File: config.mk
export PLATFORM = sky130hd
export DESIGN_NAME = lsu_access_sequencer
export DESIGN_NICKNAME = d
export VERILOG_FILES = /design/src/rtl/lsu_access_sequencer.sv
export SDC_FILE = /design/constraint.sdc
export NUM_CORES = 1
export LEC_CHECK = 0
export CAP_MARGIN = 10
export CORE_MARGIN = 5
export CORE_UTILIZATION = 30
export DETAILED_ROUTE_END_ITERATION = 10
export PLACE_DENSITY_LB_ADDON = 0.15
export SLEW_MARGIN = 10
export SYNTH_ARGS = -nofsm -noshare
export SYNTH_HDL_FRONTEND = slang
export SYNTH_SLANG_ARGS = --single-unit
File: constraint.sdc
create_clock -name clk_i -period 8.25 [get_ports clk_i]
set_clock_uncertainty 0.05 [all_clocks]
set_input_delay 2.475 -clock clk_i [delete_from_list [all_inputs] [get_ports clk_i]]
set_output_delay 2.475 -clock clk_i [all_outputs]
set_load 0.1 [all_outputs]
File: src/rtl/lsu_access_sequencer.sv
// lsu_access_sequencer: runs each pipeline load/store as one or two word accesses
// on a single-ported data memory and returns the lane-extracted, extended result.
// Build option: define LSU_MISALIGN_SPLIT_EN to let accesses that straddle a word
// boundary run as two memory beats; without it such accesses end with resp_err_o.
//
// state | meaning
// IDLE  | waiting for a request, req_ready_o high
// ACC0  | first (or only) memory beat at the aligned word address
// ACC1  | second beat at aligned address + 4 (split build only)
// RESP  | one-cycle completion pulse with load result or error
module lsu_access_sequencer #(
  parameter int AW = 32,
  parameter int DW = 32
) (
  input  logic          clk_i,
  input  logic          rst_i,
  input  logic          req_valid_i,
  output logic          req_ready_o,
  input  logic          req_we_i,
  input  logic [2:0]    req_func3_i,
  input  logic [AW-1:0] req_addr_i,
  input  logic [DW-1:0] req_wdata_i,
  output logic          mem_valid_o,
  input  logic          mem_ready_i,
  output logic          mem_we_o,
  output logic [AW-1:0] mem_addr_o,
  output logic [3:0]    mem_mask_o,
  output logic [DW-1:0] mem_wdata_o,
  input  logic [DW-1:0] mem_rdata_i,
  output logic          resp_valid_o,
  output logic [DW-1:0] resp_rdata_o,
  output logic          resp_err_o,
  output logic          busy_o
);

`ifdef LSU_MISALIGN_SPLIT_EN
  typedef enum logic [1:0] {S_IDLE = 2'd0, S_ACC0 = 2'd1, S_RESP = 2'd2, S_ACC1 = 2'd3} state_t;
`else
  typedef enum logic [1:0] {S_IDLE = 2'd0, S_ACC0 = 2'd1, S_RESP = 2'd2} state_t;
`endif

  state_t          state_q, state_d;
  logic            we_q, we_d;
  logic            err_q, err_d;
  logic [2:0]      func3_q, func3_d;
  logic [AW-1:0]   addr_q, addr_d;
  logic [DW-1:0]   wdata_q, wdata_d;
  logic [DW-1:0]   lo_q, lo_d;

  // Zero mask marks an illegal func3 encoding.
  function automatic logic [3:0] size_mask(input logic [2:0] f3);
    case (f3)
      3'b000, 3'b100: size_mask = 4'b0001;
      3'b001, 3'b101: size_mask = 4'b0011;
      3'b010:         size_mask = 4'b1111;
      default:        size_mask = 4'b0000;
    endcase
  endfunction

  logic [3:0]    smask_req;
  logic [3:0]    smask;
  logic [4:0]    sh_amt;
  logic [AW-1:0] addr_al;
  logic [DW-1:0] r;
  logic [DW-1:0] ext;

  assign smask_req = size_mask(req_func3_i);
  assign smask     = size_mask(func3_q);
  assign sh_amt    = {addr_q[1:0], 3'b000};
  assign addr_al   = {addr_q[AW-1:2], 2'b00};

`ifdef LSU_MISALIGN_SPLIT_EN
  logic [DW-1:0]   hi_q, hi_d;
  logic [7:0]      lanes;
  logic [2*DW-1:0] wd_sh;
  logic            split;

  assign lanes = {4'b0000, smask} << addr_q[1:0];
  assign wd_sh = {{DW{1'b0}}, wdata_q} << sh_amt;
  assign split = |lanes[7:4];
  assign r     = DW'({hi_q, lo_q} >> sh_amt);
`else
  logic [7:0]    lanes_req;
  logic          split_req;
  logic [3:0]    lanes;
  logic [DW-1:0] wd_sh;

  assign lanes_req = {4'b0000, smask_req} << req_addr_i[1:0];
  assign split_req = |lanes_req[7:4];
  assign lanes     = smask << addr_q[1:0];
  assign wd_sh     = wdata_q << sh_amt;
  assign r         = lo_q >> sh_amt;
`endif

  // Extend the selected bytes according to the load type.
  always_comb begin
    case (func3_q)
      3'b000:  ext = {{(DW-8){r[7]}}, r[7:0]};
      3'b001:  ext = {{(DW-16){r[15]}}, r[15:0]};
      3'b100:  ext = {{(DW-8){1'b0}}, r[7:0]};
      3'b101:  ext = {{(DW-16){1'b0}}, r[15:0]};
      default: ext = r;
    endcase
  end

  // State and latched-request registers; reset abandons any access in flight.
  always_ff @(posedge clk_i or posedge rst_i) begin
    if (rst_i) begin
      state_q <= S_IDLE;
      we_q    <= 1'b0;
      err_q   <= 1'b0;
      func3_q <= 3'b000;
      addr_q  <= '0;
      wdata_q <= '0;
      lo_q    <= '0;
`ifdef LSU_MISALIGN_SPLIT_EN
      hi_q    <= '0;
`endif
    end else begin
      state_q <= state_d;
      we_q    <= we_d;
      err_q   <= err_d;
      func3_q <= func3_d;
      addr_q  <= addr_d;
      wdata_q <= wdata_d;
      lo_q    <= lo_d;
`ifdef LSU_MISALIGN_SPLIT_EN
      hi_q    <= hi_d;
`endif
    end
  end

  // Next-state and output decode; memory outputs depend only on registered state so they hold until mem_ready_i.
  always_comb begin
    state_d      = state_q;
    we_d         = we_q;
    err_d        = err_q;
    func3_d      = func3_q;
    addr_d       = addr_q;
    wdata_d      = wdata_q;
    lo_d         = lo_q;
`ifdef LSU_MISALIGN_SPLIT_EN
    hi_d         = hi_q;
`endif
    req_ready_o  = 1'b0;
    mem_valid_o  = 1'b0;
    mem_we_o     = 1'b0;
    mem_addr_o   = '0;
    mem_mask_o   = 4'b0000;
    mem_wdata_o  = '0;
    resp_valid_o = 1'b0;
    resp_rdata_o = '0;
    resp_err_o   = 1'b0;
    case (state_q)
      S_IDLE: begin
        req_ready_o = 1'b1;
        if (req_valid_i) begin
          we_d    = req_we_i;
          func3_d = req_func3_i;
          addr_d  = req_addr_i;
          wdata_d = req_wdata_i;
          err_d   = (smask_req == 4'b0000);
`ifndef LSU_MISALIGN_SPLIT_EN
          if (split_req) err_d = 1'b1;
`endif
          state_d = err_d ? S_RESP : S_ACC0;
        end
      end
      S_ACC0: begin
        mem_valid_o = 1'b1;
        mem_we_o    = we_q;
        mem_addr_o  = addr_al;
        mem_mask_o  = lanes[3:0];
        mem_wdata_o = wd_sh[DW-1:0];
        if (mem_ready_i) begin
          lo_d = mem_rdata_i;
`ifdef LSU_MISALIGN_SPLIT_EN
          state_d = split ? S_ACC1 : S_RESP;
`else
          state_d = S_RESP;
`endif
        end
      end
`ifdef LSU_MISALIGN_SPLIT_EN
      S_ACC1: begin
        mem_valid_o = 1'b1;
        mem_we_o    = we_q;
        mem_addr_o  = addr_al + AW'(4);
        mem_mask_o  = lanes[7:4];
        mem_wdata_o = wd_sh[2*DW-1:DW];
        if (mem_ready_i) begin
          hi_d    = mem_rdata_i;
          state_d = S_RESP;
        end
      end
`endif
      S_RESP: begin
        resp_valid_o = 1'b1;
        resp_err_o   = err_q;
        if (!err_q && !we_q) resp_rdata_o = ext;
        state_d = S_IDLE;
      end
      default: state_d = S_IDLE;
    endcase
  end

  assign busy_o = (state_q != S_IDLE);

endmodule

==> results of run 1 <==
-- kinds of logic after synthesis --
group	share of synthesized area (%)
DFF	47.3
AOI/OAI and AO/OA	10.7
muxes	12.9
and+or+nand+nor	25.2
buffers and inverters	3.79
other	0.0688
-- power by group --
group / internal [mW] / leakage [nW] / switching, mW / total (mW)
combinational: 0.468 / 2.20 / 1.03 / 1.49
clock: 0.313 / 0.176 / 0.192 / 0.506
sequential: 0.714 / 1.25 / 0.194 / 0.908
total: 1.50 / 3.63 / 1.41 / 2.91
-- path summary, 6_finish.rpt --
check / cells past startpoint / slack [ns] / end / from
worst min-delay path: 2 / 0.42 / addr_q[3] / addr_q[3]
worst max register to register: 5 / 5.36 / lo_q[31] / state_q[0]
worst min register to register: 2 / 0.42 / addr_q[3] / addr_q[3]
min in group asynchronous: 2 / 2.42 / addr_q[25] / rst_i
max in group asynchronous: 3 / 4.40 / addr_q[0] / rst_i
worst max-delay path: 6 / 1.45 / mem_wdata_o[6] / state_q[1]
-- final cells by class --
class,instances,area (um^2),share of cell area [%]
Multi-Input combinational cell,468,2670,33.4
Clock buffer,11,253,3.16
Inverter,6,25.0,0.313
Clock inverter,5,104,1.30
Sequential cell,103,2580,32.2
Tap cell,229,287,3.58
Timing Repair Buffer,214,2080,26.0
-- worst max-delay path: stages, from the launching register on --
cell	delay (ns)
dfrtp_1	0.41
or2b_1	0.50
inv_1	0.78
nand2_1	0.49
nor2_1	0.43
and2_1	0.18
clkdlybuf4s50_1	1.12
-- per-layer routing --
layer  global-route usage [%]  part of all wire (%)  vias up  wire length, um
met5                        0                  0.20        -               34
met4                     3.78                   1.3        6              219
met3                     6.18                   8.3       20             1430
met2                     25.2                    45      159             7700
met1                     22.4                    45     2324             7790
li1                         -                     -     2409                -
-- synth_stat cells (all sizes together), types with 2 or more instances --
library cell	count
or3	2
a21o	8
nor2	31
and2	41
nand2b	2
nor2b	16
a211oi	31
nand2	214
a21oi	21
dfrtp	103
mux2i	31
nand3b	2
nor3	2
buf	13
o21ai	11
inv	6
mux2	35
or2	2
o2bb2ai	7
clkbuf	33
-- layout by cell type (no fill, tap or decap), types with 2 or more instances in the layout --
cell type	synthesis	layout
nand2_1	214	213
clkdlybuf4s50_1	0	191
dfrtp_1	103	102
and2_1	41	40
mux2_2	35	35
nor2_1	31	31
a211oi_1	31	31
mux2i_1	31	31
buf_4	2	23
a21oi_1	21	21
nor2b_1	16	16
o21ai_0	11	11
clkbuf_16	0	9
a21o_1	8	8
o2bb2ai_1	7	7
inv_1	6	5
bufinv_16	0	3
nand2b_1	2	2
nand3b_1	2	2
nor3_1	2	2
or2_2	2	2
conb_1	1	2
clkbuf_8	0	2
-- state kept, by name, indices dropped and copies added (netlist names) --
register and count:
addr_q 32, err_q 1, func3_q 3, lo_q 32, state_q 2, wdata_q 32, we_q 1
==> summary.md, run 1 <==
| Metric | Value |
|---|---|
| Status | finished, final reports clean |
| RSZ-0062 raised after global routing | false |
| Clock root cell | clkbuf_16 |
| Power Total | between 2 and 3 mW |
| Worst-Skew Late Latency | between 0.3 and 0.4 ns |
| Worst Path Required | 5.73 ns |
| YS warnings | 0 |
| Pwr dens | around 360 mW/mm^2 |
| Mapped Area | 0.00545 mm^2 |
| Post-DP Area | between 0.007 and 0.008 mm^2 |
| # setup viols final | 0 |
| Global-route usage over all layers | between 15 and 20% |
| Pin count of the biggest net entering global routing | 73 |
| Overflow after GRT | 0 |
| Port bufs | between 200 and 250 |
| Peak Freq | between 0.1 and 0.15 GHz |
| CP Launch Type | flip-flop |
| Area Growth Syn to Fin | 46.9% |
| FF+latch count, synth | a little over 100 |
| Yosys top cell by area | dfrtp_1 |
| First-pass GRT wire length | roughly 27 mm |
| Vias | around 4900 |
| DRC | 0 |
| Placed wire-length estimate | 12.4 mm |
| Minimum clock period | a little under 7 ns |
| Max Cap Violations | 0 |
| Post-CTS Setup Inserts | 0 |
| Place WS | between 1.5 and 2 ns |
| Period utilization | between 80 and 90% |
| Die height | around 140 um |
| Core ar. | between 0.015 and 0.02 mm^2 |
| CTS tree | yes |
| IO Pins | between 200 and 250 |
| Total Routed Length | 17.2 mm |
| EDFF count, synth | 0 |
| CTS Buffer Depth | 2 |
| VDD IR-drop max | about 0.18 mV |
| Leakage | 3.63 nW |
| TritonCTS Sinks | 103 |
| Yosys top cell area share | between 40% and 50% |
| Max Transition Viols Final | 0 |
| Vias per cell | between 4 and 5 |
| Die Area | between 0.02 and 0.025 mm^2 |
| Final hold violations | 0 |
| Detail Route Antenna Nets | 0 |
| Die W | between 100 and 150 um |
| Post-Route Setup TNS | 0 ns |
| CP endpoint kind | output port |
| Initial Util | between 30% and 40% |
| Diodes inserted | 0 |
| Hold crit path type | flip-flop to flip-flop |
| Final net count | 906 |
| Arr. time, crit path | between 4 and 5 ns |
| Drt wl/cell | between 15 and 20 um |
| PostCTS Resize Cnt | 0 |
| Post-placement cell count | between 1000 and 1500 |
| Sequential fraction of the synthesis area | between 40% and 50% |
| Design Area, Final | roughly 0.0080 mm^2 |
| Top post-synthesis cells by area | dfrtp_1, nand2_1, mux2_2 |
| Mapped Cells | a little over 600 |
| Synth cell types | 34 |
| CP max FO | 34 |
| Critical path type | flip-flop to output port |
| First DRT Iteration DRCs | 191 |
| Post-layout instance count excluding filler cells | around 1000 |
| Std cell rows | between 40 and 50 |
| Initial antenna violation count | 3 |
| Final GP Congestion | around 0.80 |
| Share of cells above drive strength 1 | roughly 10% |
| Number of buffers created by CTS | 9 |
| PnR worst setup slack | between 1 and 1.5 ns |
| Utilization after layout | around 45% |
| H-Tree Depth | 3 |
| Max_slew headroom | a little under a third |
| Clock Pin Slew Worst Setup and Hold Paths | about 0.070 ns |
| Hold-fix buffers, CTS | 0 |
| Tightest hold margin | 0.416 ns |
| Mean Syn Cell Area | about 8.8 um^2 |
| Slew of the pin with the lowest slew margin | between 1 and 1.5 ns |
| Post-synth ARST share | 100% |
| FILL cells | between 1500 and 2000 |
| Top FF cell, synth | dfrtp_1 |
| First-pass detailed-route iteration total | 4 |
| Vias in the first global route | just over 5000 |
No activity file was read; power rests on OpenSTA's default activity.
==> run 2: changes to the inputs <==
- clock period: 8.25 -> 6.5 ns (I/O delays scaled with it)
==> summary.md, run 2 (synthesized netlist as in run 1, its figures left out) <==
| Metric | Value |
|---|---|
| Vias in the first global route | approximately 5000 |
| Hold crit path type | flip-flop to flip-flop |
| Clock root cell | clkbuf_16 |
| Drt wl/cell | about 17 um |
| H-Tree Depth | 3 |
| Die height | between 100 and 150 um |
| Commonest non-fill, non-tap cell in the layout | nand2_1 |
| Most frequent cells in the layout | nand2_1, clkdlybuf4s50_1, dfrtp_1 |
| Design Area, Final | 0.00809 mm^2 |
| Hold-fix buffers, CTS | 0 |
| PostCTS Resize Cnt | 0 |
| Vias per cell | roughly 4.7 |
| CP Launch Type | flip-flop |
| First DRT Iteration DRCs | about 190 |
| IO Pins | 210 |
| CP endpoint kind | output port |
| Max Cap Violations | 0 |
| Post-Route Setup TNS | 0 ns |
| RSZ-0062 raised after global routing | false |
| Initial Util | between 30% and 40% |
| Post-CTS Setup Inserts | 0 |
| Number of buffers created by CTS | 9 |
| Std cell rows | ~50 |
| Die Area | ~0.021 mm^2 |
| TritonCTS Sinks | 103 |
| CP max FO | 34 |
| Die W | ~140 um |
| Worst R2R Setup Slack | between 3 and 4 ns |
| FILL cells | 1751 |
| CTS tree | yes |
| Final hold violations | 0 |
| Share of cells above drive strength 1 | between 10 and 15% |
| Peak Freq | ~0.18 GHz |
| Placed wire-length estimate | between 10 and 15 mm |
| # setup viols final | 0 |
| Port bufs | approximately 210 |
| Max_slew headroom | 28.1% |
| Detail Route Antenna Nets | 0 |
| Place WS | roughly 1.4 ns |
| Overflow after GRT | 0 |
| VDD IR-drop max | around 0.29 mV |
| Minimum clock period | approximately 5.4 ns |
| Total Routed Length | 17.2 mm |
| Period utilization | around 83% |
| First-pass GRT wire length | roughly 27 mm |
| Arr. time, crit path | between 3 and 4 ns |
| Diodes inserted | 0 |
| Post-DP Area | slightly below 0.008 mm^2 |
| Global-route usage over all layers | 16.5% |
| Status | finished, final reports clean |
| Max Transition Viols Final | 0 |
| Leakage | roughly 3.7 nW |
| Vias | 4880 |
| Pin count of the biggest net entering global routing | 74 |
| PnR worst setup slack | about 1.1 ns |
| Initial antenna violation count | 2 |
| Critical path type | flip-flop to output port |
| Slew of the pin with the lowest slew margin | approximately 1.1 ns |
| CTS Buffer Depth | 2 |
| Worst Path Required | 4.50 ns |
| DRC | 0 |
| First-pass detailed-route iteration total | 4 |
| Power Total | about 3.7 mW |
| Final net count | roughly 910 |
| Worst-Skew Late Latency | roughly 0.34 ns |
| Core ar. | roughly 0.018 mm^2 |
| Final GP Congestion | ~0.84 |
| Top Registers | addr_q: 32 flops, lo_q: 32 flops, wdata_q: 32 flops |
| Pwr dens | 453 mW/mm^2 |
| Clock Pin Slew Worst Setup and Hold Paths | about 0.070 ns |
| Area Growth Syn to Fin | 48.5% |
run 2: cell count changes in the layout (fill, tap and decap cells not counted), moves of 2 or more:
cell,previous run,this run
inv_6,0,2
clkbuf_8,2,0
buf_12,0,17
buf_4,23,42
clkdlybuf4s50_1,191,155
run 2: final cells by class:
type / count / area [um^2] / share of cell area (%)
clock buffer: 10 / 229 / 2.83
clock inverter: 6 / 90.1 / 1.11
inverter: 6 / 25.0 / 0.309
multi-input combinational: 468 / 2670 / 33.0
sequential: 103 / 2580 / 31.9
tap: 229 / 287 / 3.54
timing repair buffer: 214 / 2210 / 27.3
run 2: power by group:
| part | switching [mW] | internal, mW | total, mW | leakage, nW |
|---|---|---|---|---|
| sequential | 0.264 | 0.906 | 1.17 | 1.25 |
| clock | 0.245 | 0.340 | 0.585 | 0.153 |
| combinational | 1.29 | 0.615 | 1.91 | 2.32 |
| total | 1.80 | 1.86 | 3.66 | 3.73 |
run 2: per-stage QoR:
stage | cells | hold WS (ns) | utilization (%)
finish | 1036 | 0.423 | 45.2
global route | 1036 | 0.445 | 45.2
CTS | 1036 | 0.427 | 45.2
detailed placement | 1020 | 0.409 | 43.4
global placement | 1020 | 0.404 | 43.4
floorplan | 623 | 0.387 | -
run 2: worst max-delay path, cell delays in order, from the launching register on:
cell and delay (ns):
dfrtp_1 0.39, or2b_1 0.50, inv_1 0.76, nand2_1 0.50, nor2_1 0.44, and2_1 0.19
buf_4 0.29
run 2: metal layers:
metal  vias up  wire length [um]  track usage (%)
met5         -                32                0
met4         4               208             3.73
met3        16              1380             6.15
met2       174              7450             25.1
met1      2278              8120             22.4
li1       2408                 -                -
run 2: path summary, 6_finish.rpt:
path,from,to,cells after the start
setup / recovery,state_q[0],mem_wdata_o[3],6
hold / removal,addr_q[25],addr_q[25],2
setup reg to reg,state_q[0],lo_q[29],5
hold reg to reg,addr_q[25],addr_q[25],2
max in group asynchronous,rst_i,addr_q[25],3
min in group asynchronous,rst_i,lo_q[3],2
==> run 3: changes to the inputs <==
- clock period: 6.5 -> 5.4 ns (I/O delays scaled with it)
==> summary.md, run 3 (synthesized netlist as in run 1, its figures left out) <==
| Metric | Value |
|---|---|
| Status | finished, final reports clean |
| H-Tree Depth | 3 |
| Max Cap Violations | 0 |
| Std cell rows | between 40 and 50 |
| Place WS | 1.07 ns |
| Hold-fix buffers, CTS | 0 |
| DRC | 0 |
| Die Area | approximately 0.021 mm^2 |
| Pin count of the biggest net entering global routing | 49 |
| Peak per-stage delay on the critical path | 0.85 ns |
| Post-layout instance count excluding filler cells | ~1000 |
| Placed wire-length estimate | 13.0 mm |
| Worst Path Required | 3.73 ns |
| Commonest non-fill, non-tap cell in the layout | nand2_1 |
| Slew of the pin with the lowest slew margin | 1.04 ns |
| Drt wl/cell | between 15 and 20 um |
| Overflow after GRT | 0 |
| Most frequent cells in the layout | nand2_1, clkdlybuf4s50_1, dfrtp_1 |
| Tightest hold margin | around 0.42 ns |
| Global-route usage over all layers | between 10% and 20% |
| FILL cells | ~1700 |
| Initial Util | a little under a third |
| CP max-delay cell | or4b_1 |
| Initial antenna violation count | 2 |
| Area Growth Syn to Fin | 52.3% |
| Die W | between 100 and 150 um |
| PnR worst setup slack | slightly below 0.7 ns |
| Minimum clock period | between 4 and 5 ns |
| Vias per cell | about 4.7 |
| Final GP Congestion | ~0.83 |
| Post-placement cell count | between 1000 and 1500 |
| Period utilization | 87.1% |
| Vias in the first global route | 4909 |
| IO Pins | 210 |
| First DRT Iteration DRCs | around 180 |
| Critical path cell sequence | or4b_1 -> or3_4 -> a2111o_1 -> o21ai_0 -> buf_12 |
| Post-DP Area | 0.00795 mm^2 |
| Post-CTS Setup Inserts | 0 |
| Die height | 145 um |
| # setup viols final | 0 |
| Core ar. | 0.0179 mm^2 |
| CTS Buffer Depth | 2 |
| Cells on worst reg2reg path | 6 |
| CTS tree | yes |
| CP Launch Type | flip-flop |
| RSZ-0062 raised after global routing | false |
| Critical path type | flip-flop to output port |
| Post-Route Setup TNS | 0 ns |
| VDD IR-drop max | between 0.3 and 0.4 mV |
| Final net count | about 910 |
| First-pass detailed-route iteration total | 5 |
| Pwr dens | roughly 540 mW/mm^2 |
| Design Area, Final | roughly 0.0083 mm^2 |
| Diodes inserted | 0 |
| Top Registers | addr_q: 32 flops, lo_q: 32 flops, wdata_q: 32 flops |
| PostCTS Resize Cnt | 0 |
| Leakage | between 3 and 4 nW |
| Max_slew headroom | between 30% and 40% |
| Total Routed Length | 17.4 mm |
| TritonCTS Sinks | just over 100 |
| Share of cells above drive strength 1 | approximately a fifth |
| Worst-Skew Late Latency | 0.35 ns |
| Port bufs | around 210 |
| Clock Pin Slew Worst Setup and Hold Paths | around 0.07 ns |
| Arr. time, crit path | about 3.0 ns |
| Peak Freq | roughly 0.21 GHz |
| Vias | ~4900 |
| CP endpoint kind | output port |
| Number of buffers created by CTS | 9 |
| Clock root cell | clkbuf_16 |
| Final hold violations | 0 |
| Hold Path Depth | 2 |
| First-pass GRT wire length | around 27 mm |
| Max Transition Viols Final | 0 |
| Hold crit path type | flip-flop to flip-flop |
| Detail Route Antenna Nets | 0 |
| CP max FO | 18 |
[run 3: cell types whose count changed in the layout (fill, tap and decap cells not counted), sizes merged]
cell           before  now
buf                59  109
bufinv              2    3
clkdlybuf4s50     155  107
clkinv              1    0
[run 3: cell type report]
class | count | area [um^2] | share of cell area (%)
Multi-Input combinational cell | 468 | 2670 | 32.2
Sequential cell | 103 | 2580 | 31.1
Clock inverter | 6 | 115 | 1.39
Tap cell | 229 | 287 | 3.45
Clock buffer | 10 | 229 | 2.76
Inverter | 6 | 25.0 | 0.302
Timing Repair Buffer | 216 | 2390 | 28.8
[run 3: power by group]
| group | internal [mW] | total [mW] | switching [mW] |
|---|---|---|---|
| combinational | 0.772 | 2.37 | 1.60 |
| sequential | 1.09 | 1.39 | 0.295 |
| clock | 0.457 | 0.751 | 0.295 |
| total | 2.32 | 4.51 | 2.19 |
[run 3: critical path, delay by kind of cell, from the launching register on]
family                 cells  cell delay [ns]
AO/OA/AOI/OAI              2             0.72
flip-flops                 1             0.41
buffers and inverters      1             0.23
AND/OR/NAND/NOR            2             1.31
[run 3: worst paths after layout]
kind / from / endpoint / slack (ns)
min in group asynchronous: rst_i / lo_q[3] / 1.64
min reg2reg: addr_q[12] / addr_q[12] / 0.42
min: addr_q[12] / addr_q[12] / 0.42
max in group asynchronous: rst_i / addr_q[27] / 2.84
max: state_q[0] / resp_rdata_o[17] / 0.70
max reg2reg: state_q[0] / lo_q[20] / 2.53
[run 3: per-layer routing]
metal | track usage [%] | vias up | wire length, um
met5 | 0 | - | 25
met4 | 4.57 | 4 | 323
met3 | 5.19 | 26 | 1440
met2 | 25.5 | 172 | 7840
met1 | 22.1 | 2309 | 7730
li1 | - | 2407 | -
[run 3: metrics by stage]
| step | power (mW) | util (%) |
|---|---|---|
| after floorplan | 3.10 | - |
| after CTS | 4.55 | 46.3 |
| final | 4.51 | 46.3 |
| after detailed placement | 3.78 | 44.4 |
| after global routing | 4.77 | 46.3 |
| after global placement | 3.74 | 44.4 |
==> edit 1, RTL diff (config.mk and constraints of run 3) <==
Make the reset (`rst_i`) synchronous in one clocked block.
--- a/src/rtl/lsu_access_sequencer.sv
+++ b/src/rtl/lsu_access_sequencer.sv
@@ -104,7 +104,7 @@
   end
 
   // State and latched-request registers; reset abandons any access in flight.
-  always_ff @(posedge clk_i or posedge rst_i) begin
+  always_ff @(posedge clk_i) begin
     if (rst_i) begin
       state_q <= S_IDLE;
       we_q    <= 1'b0;
Function: differs if rst_i is asserted again (counterexample within 4 cycles, from zero or initial values and one cycle with rst_i high); with rst_i held inactive, the same outputs for 4 cycles.
==> edit 1 against run 3 <==
  * Utilization is 2.8 points lower
  * Synthesized area fell by 3.5%
  * Critical path depth decreased by 1
  * Routed wire length increased by 4.6%
  * Design area fell by 9.6%
  * Setup slack gained 0.18 ns
  * Register-to-register slack improved by 0.71 ns
  * Synthesized cell count up 15%
  * Die area is 3.3% lower
  * Sequential cell count is the same
Power is not compared: it rests on default switching activity, and its combinational part moved more than twofold at a synthesized area within 25%.
==> edit 1: results <==
export IMPL_status="finished clean"
export IMPL_grt_usage_pct=17.6
export IMPL_r2r_start="state_q[0]"
export IMPL_path_max_fanout=17
export IMPL_yosys_warnings=0
export IMPL_gp_congestion=0.782
export IMPL_drive_gt1_share_pct=17.1
export IMPL_hold_path_depth=2
export IMPL_leakage_nw=2.90
export IMPL_n_antenna_cell=0
export IMPL_min_path_type="flip-flop to flip-flop"
export IMPL_stdcell_count=1106
export IMPL_synth_seq_area_share_pct=39.2
export IMPL_synth_main_ff_cell="dfxtp_1"
export IMPL_avgViaCountPerCell=4.83
export IMPL_wl_per_cell_um=16.4
export IMPL_ys_types=38
export IMPL_hpwlAfterDp_um=12900
export IMPL_reg_largest_list="addr_q (32), lo_q (32), wdata_q (32)"
export IMPL_cts_made_buffers=9
export IMPL_crit_start="state_q[1]"
export IMPL_irDropWorstVdd_uv=169
export IMPL_hold_buffers=0
export IMPL_grt_pass1_vias=5146
export IMPL_nets=980
export IMPL_grt_max_degree=73
export IMPL_max_slew_margin_pct=28.5
export IMPL_max_stage_delay_ns=0.78
export IMPL_gr_usage_met2_pct=26.3
export IMPL_cts_max_path_buffers=2
export IMPL_dp_cells=1090
export IMPL_synth_common_cells="202 x nand2_1, 103 x a21oi_1, 103 x dfxtp_1"
export IMPL_crit_slowest_cell="or4b_1"
export IMPL_met1_usage_pct=24.0
export IMPL_cts_setup_buffers=0
export IMPL_grt_pass1_wl_um=28300
export IMPL_antenna_found_initial=0
export IMPL_reg2regPathDepth=4
export IMPL_cts_htree_levels=3
export IMPL_yosys_top_cells_area="dfxtp_1 39%, nand2_1 14%, a21oi_1 9.8%, and2_1 4.9%, mux2i_1 4.8%"
export IMPL_synthArstFlopShare_pct=0
export IMPL_portBuffers=207
export IMPL_synth_avg_cell_area_sq_um=7.36
export IMPL_grt_overflow_total=0
export IMPL_clkTransAtPathRegs_ns=0.07
export IMPL_use_met3_pct=6.52
export IMPL_cts_resized=0
export IMPL_drt_iter0_drc=312
export IMPL_hold_path_startpoint="addr_q[26]"
-- edit 1: final timing paths --
kind / end / slack [ns]
setup / recovery: resp_rdata_o[19] / 0.87
hold / removal: addr_q[26] / 0.40
setup reg to reg: we_q / 3.24
hold reg to reg: addr_q[26] / 0.40
-- edit 1: final cells by class --
class / instances / area, sq um
clock inverters: 3 / 47.5
clock buffers: 13 / 270
multi-input cells: 540 / 2910
inverters: 4 / 15.0
fillers: 1820 / 9740
well taps: 225 / 282
flip-flops and latches: 103 / 2060
repair buffers: 218 / 1910
-- edit 1: tightest hold or removal path, stage by stage (launching register included) --
cell and delay (ns):
dfxtp_1 0.31, nand2_1 0.05, a21oi_1 0.05
-- edit 1: cell families after synthesis --
logic type,Yosys count,synth area share (%)
muxes,40,7.97
DFF,103,39.2
AOI/OAI and AO/OA,167,18.7
other,1,0.0713
and+or+nand+nor,330,28.1
buffers and inverters,72,5.78
xor gates and xnor gates,1,0.167
-- edit 1: power breakdown --
part           switching, mW  internal (mW)  leakage [nW]
clock network          0.292          0.400         0.156
logic                  0.268          0.161          1.90
registers             0.0469          0.803         0.843
-- edit 1: metal layers --
| layer | vias up | wire, um |
|---|---|---|
| met3 | 14 | 1560 |
| met1 | 2450 | 8150 |
| met4 | 0 | 241 |
| met2 | 151 | 8200 |
| li1 | 2726 | - |
| met5 | - | 0 |
-- edit 1: through the flow --
step                      setup WS [ns]  instance area (sq um)
after CTS                         0.878                   7500
after global routing              0.632                   7500
final                             0.875                   7500
after global placement             1.31                   7180
after detailed placement           1.27                   7180
after floorplan                   0.164                   5260
==> edit 2, RTL diff (settings of run 3) <==
Made on the original files. Build with the macro `LSU_MISALIGN_SPLIT_EN` defined.
--- a/src/rtl/lsu_access_sequencer.sv
+++ b/src/rtl/lsu_access_sequencer.sv
@@ -8,6 +8,8 @@
 // ACC0  | first (or only) memory beat at the aligned word address
 // ACC1  | second beat at aligned address + 4 (split build only)
 // RESP  | one-cycle completion pulse with load result or error
+`define LSU_MISALIGN_SPLIT_EN
+
 module lsu_access_sequencer #(
   parameter int AW = 32,
   parameter int DW = 32
Function: changed (a bounded check fails within 4 cycles, from zero or initial values and one cycle with rst_i high).
==> edit 2 against run 3 <==
  * Design area is 30% higher
  * Non-clock buffer count increased by 3
  * Routed wire length rose by 44%
  * Count of clock-buffer cells in the layout up 13
  * Cell count is 35% higher
  * Setup slack worse by 0.20 ns
  * Synthesized cell count is 42% higher
  * Sequential cell count rose by 24
  * Synthesized area increased by 39%
  * Hold slack improved by 0.021 ns
  * First-iteration DRC count increased to 2.6 times the old value
  * Sequential share of layout area decreased by 1.5 points
  * Total power grew 73%
  * Critical path type unchanged
  * Critical endpoint is now resp_rdata_o[18]
  * Largest cell class unchanged
  * Highest routed layer is now met4
==> edit 2: results <==
export IMPL_pre_cts_ws_ns=0.933
export IMPL_antenna_found_initial=1
export IMPL_cts_made_buffers=17
export IMPL_synth_fa_ha_area_share_pct=0.165
export IMPL_path_max_fanout=20
export IMPL_synthMuxAreaShare_pct=17.1
export IMPL_hold_end="lo_q[6]"
export IMPL_synth_avg_cell_area_sq_um=8.58
export IMPL_max_stage_delay_ns=0.72
export IMPL_nets=1161
export IMPL_synth_seq_area_share_pct=41.9
export IMPL_status="finished clean"
export IMPL_synth_compound_area_share_pct=12.9
export IMPL_yosys_top_cells_area="dfrtp_1 42%, nand2_1 13%, mux2_2 9.4%, mux2i_1 7.8%, a21oi_1 3.6%"
export IMPL_ff2ff_setup_slack_ns=2.57
export IMPL_worstReg2RegEnd="lo_q[28]"
export IMPL_crit_slowest_cell="dfrtp_1"
export IMPL_hold_path_startpoint="lo_q[6]"
export IMPL_routed_wl_um=25000
export IMPL_pg_clk_mw=1.15
export IMPL_post_dp_cell_area_sq_mm=0.0102
export IMPL_hpwlAfterDp_um=17900
export IMPL_grt_usage_pct=17.3
export IMPL_total_power_mw=7.82
export IMPL_hold_path_depth=1
export IMPL_clk_insertion_delay_late_ns=0.40
export IMPL_synth_common_cells="254 x nand2_1, 127 x dfrtp_1, 63 x mux2_2"
export IMPL_max_slew_margin_pct=30.0
export IMPL_grt_pass1_vias=7058
[edit 2: cell count changes after synthesis, moves of 9 or more]
cell,change
a211oi_1,-15
a21oi_1,+33
and2_1,-37
clkbuf_1,+9
dfrtp_1,+24
mux2_2,+28
mux2i_1,+28
nand2_1,+40
nand3_1,+20
o21ai_0,+26
o21ai_2,+10
o22ai_1,+14
o31ai_1,+10
or4_1,+14
[edit 2: metal layers]
layer  global-route usage [%]  part of all wire, %  up-vias
met1                     23.6                   47     3307
met5                        0                    0        -
met3                     4.95                  6.4       21
li1                         -                    -     3402
met2                     27.4                   46      197
met4                     3.61                  1.3        0
[edit 2: cells by family (layout without fill, tap and decap cells)]
logic type / Yosys count / after routing
xor+xnor: 10 / 10
buf+inv: 80 / 264
fa+ha+maj: 1 / 1
flops: 127 / 127
simple gates: 383 / 383
mux: 122 / 122
compound gates: 160 / 160
other cells: 1 / 3
[edit 2: final cells by class]
class | count | area (sq um) | share of cell area (%)
clock inverter | 9 | 109 | 1.01
clock buffer | 23 | 478 | 4.44
antenna | 1 | 2.50 | 0.0232
sequential | 127 | 3180 | 29.6
tap | 330 | 413 | 3.83
multi-input combinational | 678 | 4070 | 37.8
timing repair buffer | 219 | 2450 | 22.8
inverter | 13 | 53.8 | 0.500
[edit 2: how the worst max path moves through the flow]
stage	cells after the start	slack (ns)	endpoint
finish	6	0.50	resp_rdata_o[18]
global route	6	0.30	resp_rdata_o[18]
CTS	6	0.47	resp_rdata_o[18]
detailed placement	6	0.93	resp_rdata_o[18]
global placement	6	0.97	resp_rdata_o[19]
floorplan	6	0.1	resp_rdata_o[4]
